===== src/rtl/keypad_scanner.sv =====
// keypad_scanner: scans a 4x4 active-high key matrix one column at a time,
// debounces a single key and reports its hex code with a one-cycle valid pulse.
module keypad_scanner #(
  parameter int SETTLE_CYCLES  = 4,
  parameter int DEBOUNCE_COUNT = 8
) (
  input  logic       clk,
  input  logic       reset,
  input  logic [3:0] row,
  output logic [3:0] col,
  output logic [3:0] code,
  output logic       valid,
  output logic       key_down
);

  localparam int            SW            = (SETTLE_CYCLES > 1) ? $clog2(SETTLE_CYCLES) : 1;
  localparam logic [SW-1:0] SETTLE_LAST   = SW'(SETTLE_CYCLES - 1);
  localparam logic [7:0]    DEBOUNCE_LAST = 8'(DEBOUNCE_COUNT);

  typedef enum logic [1:0] {SCAN, PRESS, HELD} state_t;

  state_t        r_state,   w_stateNext;
  logic [SW-1:0] r_settle,  w_settleNext;
  logic [7:0]    r_cnt,     w_cntNext;
  logic [3:0]    r_col,     w_colNext;
  logic [1:0]    r_candRow, w_candRowNext;
  logic [1:0]    r_candCol, w_candColNext;
  logic [3:0]    r_code,    w_codeNext;
  logic          r_valid,   w_validNext;
  logic          r_keyDown, w_keyDownNext;

  logic          w_sample;
  logic [7:0]    w_cntInc;
  logic          w_cntDone;
  logic          w_hit;
  logic [1:0]    w_lowRow;
  logic [1:0]    w_colIdx;
  logic [3:0]    w_colRot;
  logic          w_accept;

  assign w_sample  = (r_settle == SETTLE_LAST);
  assign w_cntInc  = r_cnt + 8'd1;
  assign w_cntDone = (w_cntInc == DEBOUNCE_LAST);
  assign w_hit     = row[r_candRow];
  assign w_colIdx  = {r_col[3] | r_col[2], r_col[3] | r_col[1]};
  assign w_colRot  = {r_col[2:0], r_col[3]};
  // Lowest pressed row wins when several rows answer the same column.
  assign w_lowRow  = row[0] ? 2'd0 : row[1] ? 2'd1 : row[2] ? 2'd2 : 2'd3;

  assign col      = r_col;
  assign code     = r_code;
  assign valid    = r_valid;
  assign key_down = r_keyDown;

  always_ff @(posedge clk or posedge reset) begin
    if (reset) begin
      r_state   <= SCAN;
      r_settle  <= '0;
      r_cnt     <= 8'd0;
      r_col     <= 4'b0001;
      r_candRow <= 2'd0;
      r_candCol <= 2'd0;
      r_code    <= 4'd0;
      r_valid   <= 1'b0;
      r_keyDown <= 1'b0;
    end else begin
      r_state   <= w_stateNext;
      r_settle  <= w_settleNext;
      r_cnt     <= w_cntNext;
      r_col     <= w_colNext;
      r_candRow <= w_candRowNext;
      r_candCol <= w_candColNext;
      r_code    <= w_codeNext;
      r_valid   <= w_validNext;
      r_keyDown <= w_keyDownNext;
    end
  end

  always_comb begin
    w_stateNext   = r_state;
    w_settleNext  = w_sample ? '0 : r_settle + 1'b1;
    w_cntNext     = r_cnt;
    w_colNext     = r_col;
    w_candRowNext = r_candRow;
    w_candColNext = r_candCol;
    w_codeNext    = r_code;
    w_validNext   = 1'b0;
    w_keyDownNext = r_keyDown;
    w_accept      = 1'b0;

    if (w_sample) begin
      unique case (r_state)
        SCAN: begin
          if (row == 4'd0) begin
            w_colNext = w_colRot;
          end else begin
            w_candRowNext = w_lowRow;
            w_candColNext = w_colIdx;
            w_cntNext     = 8'd1;
            w_stateNext   = PRESS;
            w_accept      = (DEBOUNCE_COUNT == 1);
          end
        end
        PRESS: begin
          if (w_hit) begin
            w_cntNext = w_cntInc;
            w_accept  = w_cntDone;
          end else begin
            w_cntNext   = 8'd0;
            w_stateNext = SCAN;
            w_colNext   = w_colRot;
          end
        end
        HELD: begin
          if (w_hit) begin
            w_cntNext = 8'd0;
          end else if (w_cntDone) begin
            w_cntNext     = 8'd0;
            w_keyDownNext = 1'b0;
            w_colNext     = 4'b0001;
            w_stateNext   = SCAN;
          end else begin
            w_cntNext = w_cntInc;
          end
        end
        default: w_stateNext = SCAN;
      endcase
    end

    // Acceptance publishes the code in the same cycle valid rises.
    if (w_accept) begin
      w_codeNext    = {w_candRowNext, w_candColNext};
      w_validNext   = 1'b1;
      w_keyDownNext = 1'b1;
      w_cntNext     = 8'd0;
      w_stateNext   = HELD;
    end
  end

endmodule


===== config.mk =====
export PLATFORM = sky130hd
export DESIGN_NAME = keypad_scanner
export DESIGN_NICKNAME = d
export VERILOG_FILES = /design/src/rtl/keypad_scanner.sv
export SDC_FILE = /design/constraint.sdc
export NUM_CORES = 1
export LEC_CHECK = 0
export ABC_AREA = 0
export CAP_MARGIN = 20
export CORE_AREA = 5 5 58 60
export CTS_CLUSTER_SIZE = 25
export DETAILED_ROUTE_END_ITERATION = 10
export DIE_AREA = 0 0 63 65
export PLACE_DENSITY_LB_ADDON = 0.25
export SLEW_MARGIN = 20
export SYNTH_ARGS = -nofsm -noshare
export SYNTH_HDL_FRONTEND = slang
export SYNTH_SLANG_ARGS = --single-unit

===== constraint.sdc =====
create_clock -name clk -period 2.43 [get_ports clk]
set_clock_uncertainty 0.05 [all_clocks]
set_input_delay 0.729 -clock clk [delete_from_list [all_inputs] [get_ports clk]]
set_output_delay 0.729 -clock clk [all_outputs]
set_load 0.05 [all_outputs]

==> impl_metrics.tcl <==
set metrics [dict create \
    critPathArrivalTime_ps 2540 \
    core_um2 2880 \
    numPortBuffers 15 \
    rows 20 \
    wl_per_cell_um 14.4 \
    synth.avg_cell_area_um2 10.2 \
    grt-ovfl-total 0 \
    power_leakage_nw 0.853 \
    total_power_mw 1.44 \
    clock_power_share 0.204 \
    end_kind "register" \
    power_frac_seq 0.416 \
    required_ps 2600 \
    layout.cells.non_filler 206 \
    final_cell_mix "25 x dfrtp_1, 14 x nand2_1, 13 x buf_4, 12 x nor2_1, 12 x clkdlybuf4s50_1" \
    synth.distinct_cells 42 \
    syn_to_final_growth_pct 26.0 \
    combPwrFrac 0.380 \
    grt_max_degree 18 \
    ctsHoldBuffers 0 \
    clock_path_buffers 2 \
    hold_viol 0 \
    nNetsFinal 188 \
    layout_commonest_cell "dfrtp_1" \
    routed_via_density 5.63 \
    vdd_drop_max_mv 0.510 \
    initial_core_util 0.499 \
    criticalPathCategory "in2reg" \
    clock_tree.root_cell "clkbuf_4" \
    fin_crit_sh 0.975 \
    cts_tree "built" \
    placed_area_um2 1750 \
    period_needed_ps 2370 \
    rsz0062_at_grt "no" \
    drc 0 \
    numClockSinks 26 \
    first_pass_iters 4 \
    drive_above_1_share 0.208 \
    placedCellCount 202 \
    cts_buffers 3 \
    ys_seq_elements 26 \
    worst_pin_slew_ps 527 \
    first_iter_violations 98 \
    ys_seq_area_frac 0.454 \
    synth_area_um2 1440 \
    finalSetupViolations 0 \
    synth_ff_type "dfrtp_1" \
    power_density_nw_per_um2 796 \
    max_cap_viol_count 0 \
    synth_warnings 0 \
    antenna_cells 0 \
    dr_total_vias 1160 \
    die_area_um2 4100 \
    clock_latency_ps 330 \
    grt_use_total 0.171 \
    fmax_mhz 422 \
    routabilityCongestion 0.865 \
    mappedNetlistNets 155 \
    die_width_um 63 \
    synth_edf_count 0 \
    cp_max_fo 6 \
    dp_hpwl_um 2390 \
    status "completed" \
    syn_inst 141 \
    drt_wl_total_um 2970 \
    power_switching_mw 0.526 \
    antenna_found_initial 0 \
    grt_pass1_vias 1219 \
    internal-power_mw 0.914 \
    postRouteAntennaNets 0 \
    clk_pin_slew_worst_paths_ps 130 \
    grt_pass1_wl_um 5560 \
    maxSlewViolCount 0 \
    sw_frac_of_total 0.365 \
    fin_area_um2 1810 \
    cp-start-kind "input pin" \
    min_path_type "reg2reg" \
    slew-limit-headroom 0.648 \
    async_flop_share 1.00 \
    pin_count 16 \
    fin_util 0.629 \
    die_h_um 65 \
    cts-htree-levels 1 \
]
## cell families (layout without fill, tap and decap cells)
| family | Yosys count | in the layout | synth area share |
|---|---|---|---|
| AO/OA/AOI/OAI | 34 | 34 | 0.167 |
| adder cells (fa/ha/maj) | 8 | 8 | 0.0697 |
| flip-flops | 26 | 26 | 0.454 |
| AND/OR/NAND/NOR | 53 | 53 | 0.196 |
| buffers and inverters | 11 | 43 | 0.0287 |
| multiplexers | 9 | 9 | 0.0845 |
## final cells by class
class / count / area, um^2
Fill cell: 239 / 1070
Inverter: 10 / 37.5
Timing Repair Buffer: 29 / 283
Multi-Input combinational cell: 104 / 743
Clock buffer: 3 / 22.5
Clock inverter: 1 / 30.0
Sequential cell: 26 / 652
Tap cell: 33 / 41.3
## per-layer routing
layer / track usage / part of all wire
met2: 0.309 / 0.53
met1: 0.193 / 0.42
met4: 0.0690 / 0.0094
met5: 0 / 0
met3: 0.0399 / 0.039
## path summary, 6_finish.rpt
kind	slack, ps	to	start	depth (start not counted)
max in group asynchronous	1190	col[0]	reset	3
min in group asynchronous	630	code[2]	reset	2
worst max-delay path	60	r_cnt[3]	row[3]	7
worst min-delay path	420	r_settle[0]	r_settle[0]	1
worst min register to register	420	r_settle[0]	r_settle[0]	1
worst max register to register	440	r_cnt[3]	r_candRow[0]	6
## stage by stage
| stage | setup WS (ps) | TNS, ps | hold slack (ps) |
|---|---|---|---|
| finish | 61.0 | 0 | 419 |
| global route | 8.32 | 0 | 444 |
| global placement | -232 | -2920 | 391 |
| floorplan | 263 | 0 | 380 |
| detailed placement | -298 | -3820 | 404 |
| CTS | 33.5 | 0 | 422 |
## cell usage after synthesis (2+ instances only)
cell type  instances  share of area
or2_2              2         0.0087
inv_1             10          0.026
a22o_1             6          0.037
ha_1               8          0.070
a21oi_1            7          0.024
mux2_2             5          0.039
mux2i_1            2          0.014
nor4_1             2         0.0087
nand2_1           14          0.037
nand3_1            4          0.014
a31oi_1            2         0.0087
nor2_1            12          0.031
nor2b_1            2         0.0087
o21ai_0            6          0.021
dfrtp_1           25           0.44
a21o_1             4          0.021
nor3_1             5          0.017
## repair_timing
item | CTS | global route
gates resized for setup | 0 | 2
endpoints found under the setup margin | 0 | 2
setup buffers | 0 | 0
## flip-flops by register name, indices dropped and copies added (netlist names)
signal,cells
r_candRow,2
valid,1
col,4
r_settle,2
r_state,2
key_down,1
r_cnt,8
code,4
r_candCol,2
## power groups by stage
stage | Sequential, mW | Combinational (mW) | Clock [mW]
final | 0.599 | 0.547 | 0.294
after global routing | 0.617 | 0.605 | 0.326
after CTS | 0.600 | 0.553 | 0.302
after detailed placement | 0.607 | 0.553 | 0
after global placement | 0.606 | 0.535 | 0
after floorplan | 0.697 | 0.298 | 0
## critical path: stages
cell             delay (ps)
clkdlybuf4s50_1         420
mux4_2                  560
mux2i_1                 260
a311oi_2                 70
buf_4                   170
a21o_1                  150
a22o_1                  180
No activity file was read; power rests on OpenSTA's default activity.
